--- src/rtl/mc_ctrl_fsm.sv ---
// mc_ctrl_fsm: multicycle MIPS main controller with memory wait-state handshake
module mc_ctrl_fsm #(
  parameter bit WAIT_EN = 1'b1
) (
  input  logic       clk,
  input  logic       reset,
  input  logic [5:0] op,
  input  logic       memready,
  output logic       iord,
  output logic       memwrite,
  output logic       irwrite,
  output logic       pcwrite,
  output logic       branch,
  output logic       branchne,
  output logic [1:0] pcsrc,
  output logic       alusrca,
  output logic [1:0] alusrcb,
  output logic       zeroext,
  output logic       regdst,
  output logic       memtoreg,
  output logic       regwrite,
  output logic [3:0] aluop,
  output logic       illegal,
  output logic [3:0] state
);
  typedef enum logic [3:0] {
    S_FETCH  = 4'd0,
    S_DECODE = 4'd1,
    S_MEMADR = 4'd2,
    S_MEMRD  = 4'd3,
    S_MEMWB  = 4'd4,
    S_MEMWR  = 4'd5,
    S_EXEC   = 4'd6,
    S_ALUWB  = 4'd7,
    S_BRANCH = 4'd8,
    S_IMMEX  = 4'd9,
    S_IMMWB  = 4'd10,
    S_JUMP   = 4'd11
  } state_t;
  state_t r_state;
  logic w_ready, w_lw, w_sw, w_rtype, w_beq, w_bne, w_imm, w_j, w_legal;
  assign w_ready = WAIT_EN ? memready : 1'b1;
  assign w_lw    = op == 6'b100011;
  assign w_sw    = op == 6'b101011;
  assign w_rtype = op == 6'b000000;
  assign w_beq   = op == 6'b000100;
  assign w_bne   = op == 6'b000101;
  assign w_imm   = op == 6'b001000 || (op[5:2] == 4'b0011);
  assign w_j     = op == 6'b000010;
  assign w_legal = w_lw | w_sw | w_rtype | w_beq | w_bne | w_imm | w_j;
  assign state   = r_state;
  // state sequencing; wait states hold FETCH, MEMRD and MEMWR until memory is ready
  always_ff @(posedge clk) begin
    if (reset) r_state <= S_FETCH;
    else case (r_state)
      S_FETCH:  r_state <= w_ready ? S_DECODE : S_FETCH;
      S_DECODE: r_state <= (w_lw | w_sw) ? S_MEMADR : w_rtype ? S_EXEC :
                           (w_beq | w_bne) ? S_BRANCH : w_imm ? S_IMMEX :
                           w_j ? S_JUMP : S_FETCH;
      S_MEMADR: r_state <= w_sw ? S_MEMWR : S_MEMRD;
      S_MEMRD:  r_state <= w_ready ? S_MEMWB : S_MEMRD;
      S_MEMWR:  r_state <= w_ready ? S_FETCH : S_MEMWR;
      S_EXEC:   r_state <= S_ALUWB;
      S_IMMEX:  r_state <= S_IMMWB;
      default:  r_state <= S_FETCH;
    endcase
  end
  // Moore output decode; strobes are suppressed while reset is asserted
  always_comb begin
    {iord, memwrite, irwrite, pcwrite, branch, branchne, alusrca} = '0;
    {zeroext, regdst, memtoreg, regwrite, illegal} = '0;
    pcsrc   = 2'b00;
    alusrcb = 2'b00;
    aluop   = 4'b0000;
    case (r_state)
      S_FETCH: begin
        alusrcb = 2'b01;
        irwrite = w_ready;
        pcwrite = w_ready;
      end
      S_DECODE: begin
        alusrcb = 2'b11;
        illegal = ~w_legal;
      end
      S_MEMADR: begin
        alusrca = 1'b1;
        alusrcb = 2'b10;
      end
      S_MEMRD: iord = 1'b1;
      S_MEMWB: begin
        memtoreg = 1'b1;
        regwrite = 1'b1;
      end
      S_MEMWR: begin
        iord     = 1'b1;
        memwrite = 1'b1;
      end
      S_EXEC: begin
        alusrca = 1'b1;
        aluop   = 4'b0010;
      end
      S_ALUWB: begin
        regdst   = 1'b1;
        regwrite = 1'b1;
      end
      S_BRANCH: begin
        alusrca  = 1'b1;
        aluop    = 4'b0001;
        pcsrc    = 2'b01;
        branch   = w_beq;
        branchne = w_bne;
      end
      S_IMMEX: begin
        alusrca = 1'b1;
        alusrcb = 2'b10;
        zeroext = op[2] & ~(op[1] & op[0]);
        aluop   = ~op[2] ? 4'b0000 : op[1:0] == 2'b00 ? 4'b0101 :
                  op[1:0] == 2'b01 ? 4'b0100 : op[1:0] == 2'b10 ? 4'b0111 : 4'b0011;
      end
      S_IMMWB: regwrite = 1'b1;
      S_JUMP: begin
        pcsrc   = 2'b10;
        pcwrite = 1'b1;
      end
      default: ;
    endcase
    if (reset) {memwrite, irwrite, pcwrite, branch, branchne, regwrite, illegal} = '0;
  end
endmodule
--- config.mk ---
export PLATFORM = sky130hd
export DESIGN_NAME = mc_ctrl_fsm
export DESIGN_NICKNAME = d
export VERILOG_FILES = /design/src/rtl/mc_ctrl_fsm.sv
export SDC_FILE = /design/constraint.sdc
export NUM_CORES = 1
export LEC_CHECK = 0
export CORE_MARGIN = 2
export CORE_UTILIZATION = 25
export CTS_CLUSTER_SIZE = 14
export DETAILED_ROUTE_END_ITERATION = 10
export SYNTH_ARGS = -nofsm -noshare
export SYNTH_HDL_FRONTEND = slang
export SYNTH_SLANG_ARGS = --single-unit
--- constraint.sdc ---
create_clock -name clk -period 2.8 [get_ports clk]
set_clock_uncertainty 0.2 [all_clocks]
set_input_delay 0.84 -clock clk [delete_from_list [all_inputs] [get_ports clk]]
set_output_delay 0.84 -clock clk [all_outputs]
set_load 0.1 [all_outputs]
==> metrics.md, run 1 <==
| Metric | Value |
|---|---|
| Flops & latches, synth | 4 |
| Post-Syn Area | 651 sq um |
| Die Wd | 55.0 um |
| Syn Inst Count | 95 |
| Register area share after synthesis | between 10% and 20% |
| Max FFs per register | 4 |
| Root Driver | clkbuf_4 |
| Hold Crit Start | state[3] |
| Number of buffers created by CTS | 3 |
| Vias in the first global route | about 900 |
| Post-synth EDFFs | 0 |
| Share of layout cells above drive strength 1 | 66.4% |
| Placed Cells | about 170 |
| Commonest non-fill, non-tap cell in the layout | buf_4 |
| Status | finished with violations |
| Setup violations, final | 4 |
| First-pass GRT wire length | roughly 4000 um |
| Unrepaired setup endpoints after global routing | true |
| Worst Path Required | roughly 1.8 ns |
| Final worst path period share | 105% |
| # H-tree levels | 1 |
| Clk pin slew, worst setup/hold paths | roughly 0.040 ns |
| Crit Path Category | input port to primary output |
| # port buffers | 31 |
| Die area | between 0.003 and 0.004 sq mm |
| Slew Limit Fails | 0 |
| Adder-cell area share of the yosys netlist | 0% |
| Largest net degree at the start of global routing | 19 |
| Pleak | between 0.6 and 0.7 nW |
| Post-Synth Simple-Gate Area | a little over two fifths |
| Routed WL per cell | ~13 um |
| Routability cong. | ~0.80 |
| Compound-cell area share of the yosys netlist | around 27% |
| DRC errors left | 0 |
| Most used cells in the layout excluding fill and tap cells | buf_4 (28), buf_12 (19), nor2_1 (8), nand2_1 (6), buf_6 (6) |
| R2r setup slk | around 0.93 ns |
| Die Span Y | ~55 um |
| RR Startpoint | state[0] |
| Max frequency | ~340 MHz |
| GRT Util Overall | between 10% and 20% |
| Later-pin clock latency in the skew report | about 0.23 ns |
| CTS tree | done |
| Ant diodes | 0 |
| Syn. warnings | 0 |
| Hold depth | 1 |
| Hold-fix buffers at CTS | 0 |
| Initial antenna violation count | 0 |
| Remaining antenna violation count | 0 |
| Vias per Instance | around 5.0 |
| Largest family of logic cells by synthesized area | simple AND/OR/NAND/NOR gates |
| Worst Path Max Fanout | 6 |
| Startpoint types | input port |
| Final Util | 63.8% |
| CORE AREA | approximately 0.0025 sq mm |
| Post-Synth XOR/XNOR Area | between 2 and 3% |
| Top Ports | 33 |
| Worst reg2reg path depth | 6 |
| Row count | 18 |
| Total grt overflow | 0 |
| Via total after detailed routing | ~880 |
| Worst Hold End | state[3] |
| Total wire length | 2300 um |
| Router iterations before antenna repair | 5 |
| Crit. End Element | primary output |
| Multiplexer share of the synthesized area | between 1.5 and 2% |
| Asr flop ratio synth | 0% |
| Hold Fails Final Rpt | 0 |
| Initial Util | 26.3% |
| Tot Pwr | just under 500 uW |
| Synth unique cells | 44 |
| Non-filler cells, final | 176 |
| Max Cap Viol | 0 |
| Clock sink total | 4 |
| Main synth FF type | dfxtp_1 |
| Initial DRC Count | 13 |
| Failing checks | setup timing |
| Fin worst setup slack | -0.153 ns |
| Syn nets | around 100 |
| Power density over the cells | between 300 and 400 mW/mm^2 |
| Dpl hpwl | around 1700 um |
| Min-Delay Path Class | flop to flop |
| Minimum clock period | 2.95 ns |
| RR Endpoint | state[0] |
| Synth-to-Final Area Change | 143% |
| Syn Area/Cell | just under 7 sq um |
| Worst VDD drop | between 0.3 and 0.4 mV |
| Layout Nets | ~160 |
| Worst-case clock buffer depth | 2 |
| Crit path DAT | 1.91 ns |
-- worst max-delay path by stage --
stage	from	end	cells after the start	slack, ns
final	op[0]	illegal	7	-0.15
after global routing	op[1]	illegal	7	-0.19
after CTS	reset	branch	5	-0.15
after detailed placement	op[0]	illegal	7	-0.55
after global placement	op[1]	branch	5	-0.53
after floorplan	reset	pcwrite	3	-0.26
-- cell usage after synthesis, types with 2 or more instances --
cell	number	area, sq um
nand2_1	8	30.0
buf_2	5	25.0
buf_4	2	15.0
a211oi_1	2	15.0
nor2b_1	2	12.5
buf_6	2	22.5
nor3b_1	2	15.0
nand3_1	2	10.0
a21oi_1	4	20.0
nand2b_1	5	31.3
xnor2_1	2	17.5
and2_1	2	12.5
nor2_1	12	45.0
o21bai_1	2	15.0
or3_1	4	25.0
nor3_1	6	30.0
inv_1	2	7.51
dfxtp_1	4	80.1
nand4_1	2	12.5
-- repair_timing --
| item | 4_1_cts | 5_1_grt |
|---|---|---|
| resized for setup | 41 | 2 |
| gates cloned | 0 | 0 |
| hold endpoints to repair | 0 | 0 |
| setup endpoints to repair | 11 | 5 |
| pin swaps | 10 | 4 |
| setup buffers | 7 | 1 |
-- cell type report --
type / instances / area [sq um]
timing repair buffer: 58 / 691
inverter: 3 / 11.3
multi-input combinational: 78 / 724
clock buffer: 3 / 22.5
fill: 224 / 896
sequential: 4 / 95.1
tap: 30 / 37.5
-- where the power goes --
| part | internal, mW | switching, mW | total (mW) | leakage, nW |
|---|---|---|---|---|
| Combinational | 0.125 | 0.213 | 0.337 | 0.552 |
| Clock | 0.0479 | 0.0235 | 0.0715 | 0.0138 |
| Sequential | 0.0609 | 0.0239 | 0.0848 | 0.0356 |
| Total | 0.234 | 0.260 | 0.494 | 0.601 |
-- cells by family after synthesis --
logic type | count (synthesis)
xor gates and xnor gates | 2
DFF | 4
and+or+nand+nor | 52
other | 1
buffers and inverters | 13
AOI/OAI and AO/OA | 22
muxes | 1
-- per-layer routing --
| layer | track usage (%) | vias to the layer above | wire, um |
|---|---|---|---|
| li1 | - | 444 | - |
| met1 | 22.3 | 408 | 969 |
| met2 | 32.1 | 24 | 1210 |
| met3 | 3.76 | 0 | 116 |
| met4 | 2.44 | 0 | 0 |
| met5 | 0 | - | 0 |
-- through the flow --
stage | hold WS (ns) | area [sq um] | setup WS, ns | setup TNS (ns)
2_1_floorplan | 0.642 | 907 | -0.263 | -0.806
3_3_place_gp | 0.392 | 1470 | -0.526 | -3.89
3_5_place_dp | 0.403 | 1470 | -0.555 | -4.00
4_1_cts | 0.409 | 1570 | -0.153 | -0.559
5_1_grt | 0.429 | 1580 | -0.188 | -0.602
6_report | 0.406 | 1580 | -0.153 | -0.454
-- critical path, cell delays in order --
cell and delay, ns:
buf_4 0.14, buf_6 0.13, nor2b_1 0.14, o21bai_1 0.11, a211oi_2 0.32, nor2_4 0.06
buf_12 0.17
Note: power is estimated with default switching activity, not from simulation.
==> run 2, diff against run 1 <==
ABC_AREA = 1   (was not set)
CTS_CLUSTER_DIAMETER = 30   (was not set)
SLEW_MARGIN = 20   (was not set)
==> run 2 against run 1 <==
  * Sequential power fell by 30%
  * Global-route usage rose by 5.7 points
  * Highest routed layer is now met4
  * Maximum frequency rose by 5.9%
  * Non-clock buffer count rose by 9
  * The flow now finishes without violations
==> metrics.md, run 2 <==
| Metric | Value |
|---|---|
| Commonest cells post-synth | nor2_1 (28), nand2_1 (24), inv_1 (20), nand3_1 (15) |
| Syn Inst Count | 115 (+21%) |
| Power density over the cells | 210 mW/mm^2 (-33%) |
| Die area | 0.00268 sq mm (-11%) |
| Layout Nets | 193 (+23%) |
| Slew Limit Fails | 0 (unchanged) |
| Routed length on met3 | 79 um (-32%) |
| DRC errors left | 0 (unchanged) |
| Dpl hpwl | 1830 um (+6.3%) |
| Flops & latches, synth | 4 (unchanged) |
| Pre-CTS setup slack | -0.429 ns (+0.125 ns) |
| Asr flop ratio synth | 0% (unchanged) |
| Via total after detailed routing | 1010 (+15%) |
| Top-count cell post-synth | nor2_1 |
| Largest net degree at the start of global routing | 8 (-11) |
| Hold-fix buffers at CTS | 0 (unchanged) |
| Most used cells in the layout excluding fill and tap cells | buf_4 (42), nand2_1 (20), buf_12 (19), nor2_1 (16), nor2_4 (11) |
| Routed wl met2 | 1600 um (+32%) |
| Synth-to-Final Area Change | 176% |
| Initial DRC Count | 13 (unchanged) |
| Initial antenna violation count | 0 (unchanged) |
| Design area | 0.00157 sq mm (-0.55%) |
| Max frequency | 358 MHz (+5.9%) |
| Number of buffers created by CTS | 3 (unchanged) |
| Crit Path Category | input port to primary output |
| # H-tree levels | 1 (unchanged) |
| Synth top area share | 18.4% (+6.1 points) |
| TNS Setup | 0 ns (+0.454 ns) |
| Crit path DAT | 1.75 ns (-0.16 ns) |
| CP max stage cell | nor3_4 |
| Clk pin slew, worst setup/hold paths | 0.03 ns (about the same) |
| Row count | 17 (-1) |
| Share of layout cells above drive strength 1 | 64.8% (-1.6 points) |
| Setup violations, final | 0 (-4) |
| Placed instance area | 0.00134 sq mm (-9.2%) |
| Vias per Instance | 4.81 (-3.4%) |
| Max Used Layer | met4 |
| Ant diodes | 0 (unchanged) |
| Routed WL per cell | 13.9 um (+6.2%) |
| Worst Path Max Fanout | 5 (-1) |
| First-pass GRT wire length | 4690 um (+18%) |
| Commonest non-fill, non-tap cell in the layout | buf_4 |
| Root Driver | clkbuf_4 |
| Syn. warnings | 0 (unchanged) |
| # port buffers | 31 (unchanged) |
| Initial Util | 26.0% (-0.22 points) |
| Worst VDD drop | 0.247 mV (-31%) |
| Clock sink total | 4 (unchanged) |
| Fin worst setup slack | 0.0101 ns (+0.163 ns) |
| Die Wd | 51.8 um (-5.9%) |
| Worst-case clock buffer depth | 2 (unchanged) |
| Minimum clock period | 2.79 ns (-0.163 ns) |
| Max FFs per register | 4 (unchanged) |
| Status | finished, final reports clean |
| Startpoint types | input port |
| Top Ports | 33 (unchanged) |
| Synth unique cells | 17 (-61%) |
| Die Span Y | 51.8 um (-5.9%) |
| Ranking of synthesized cells by area | nor2_1 (18%), nand2_1 (16%), dfxtp_1 (14%) |
| Worst Path Required | 1.76 ns (about the same) |
| Crit. End Element | primary output |
| Syn nets | 124 (+19%) |
| Later-pin clock latency in the skew report | 0.26 ns (+0.03 ns) |
| M1 wire length | 1140 um (+17%) |
| Cell taking the most area after synthesis | nor2_1 |
| Pleak | 0.715 nW (+19%) |
| Max Cap Viol | 0 (unchanged) |
| GRT Util Overall | 23.6% (+5.7 points) |
| WHS | 0.476 ns (+0.0699 ns) |
| Router iterations before antenna repair | 4 (-1) |
| Post-synth EDFFs | 0 (unchanged) |
| Syn Area/Cell | 4.96 sq um (-28%) |
| Post-Syn Area | 571 sq um (-12%) |
| Routability cong. | 0.846 (+5.5%) |
| Register area share after synthesis | 14.0% (+1.7 points) |
| Main synth FF type | dfxtp_1 |
| Vias in the first global route | 1045 (+18%) |
| Final worst path period share | 99.6% (-5.8 points) |
| CP cell instances | buf_6 -> buf_6 -> inv_4 -> nor2_2 -> nand3_2 -> nand3_2 -> nor3_4 -> buf_12 |
| Min-Delay Path Class | flop to flop |
| Hold Fails Final Rpt | 0 (unchanged) |
| Remaining antenna violation count | 0 (unchanged) |
| CORE AREA | 0.00219 sq mm (-12%) |
| Total grt overflow | 0 (unchanged) |
| Unrepaired setup endpoints after global routing | true |
| Total wire length | 2910 um (+27%) |
| CTS tree | done |
| Critical path's largest stage delay | 0.21 ns (-0.11 ns) |
==> run 2: cell count changes after synthesis, sizes merged, moves of 3 or more <==
cell / previous run / this run
a211oi: 3 / 0
nand2b: 5 / 0
nor2: 12 / 31
nand2: 8 / 24
inv: 3 / 20
nor3: 7 / 1
buf: 9 / 1
o21ai: 2 / 7
nand3: 2 / 16
or3: 4 / 0
==> run 2: timing repair <==
| item | in CTS | in global routing |
|---|---|---|
| resized for setup | 36 | 18 |
| buffers inserted | 21 | 1 |
| pin swaps | 5 | 7 |
| endpoints found under the setup margin | 11 | 5 |
==> run 2: worst paths after layout <==
check	to	depth (start not counted)	slack, ns	start
max reg2reg	state[0]	6	1.29	state[2]
max	illegal	8	0.01	op[1]
min reg2reg	state[3]	3	0.48	state[2]
min	state[3]	3	0.48	state[2]
==> run 2: report_power, final <==
part	switching (mW)	internal, mW
registers	0.00264	0.0563
clock network	0.0322	0.0485
logic	0.121	0.0693
==> run 2: routing by layer <==
metal	vias to the layer above	GRT usage, %
li1	495	-
met1	479	25.3
met2	27	44.7
met3	9	2.59
met4	0	12.3
met5	-	0
==> run 2: logic make-up (layout without fill, tap and decap cells) <==
| logic type | count (synthesis) | after routing | share of synthesized area, % |
|---|---|---|---|
| buffers and inverters | 23 | 90 | 16.0 |
| and+or+nand+nor | 72 | 72 | 55.0 |
| AOI/OAI and AO/OA | 15 | 15 | 14.3 |
| other | 1 | 1 | 0.657 |
| DFF | 4 | 4 | 14.0 |
==> run 2: area by class of cell <==
type                            count  area [sq um]
Fill cell                         174           618
Sequential cell                     4          95.1
Timing Repair Buffer               67           748
Multi-Input combinational cell     88           586
Clock buffer                        3          22.5
Inverter                           20          86.3
Tap cell                           28          35.0
==> run 2: worst max-delay path, delay by kind of cell <==
family / cells / cell delay (ns)
and+or+nand+nor: 4 / 0.44
buffers and inverters: 4 / 0.47
==> run 2: per-stage QoR <==
step	utilization [%]	power (mW)	cells
CTS	69.8	0.318	209
detailed placement	61.0	0.227	185
global route	71.8	0.343	210
floorplan	-	0.165	115
global placement	61.0	0.225	185
finish	71.8	0.330	210
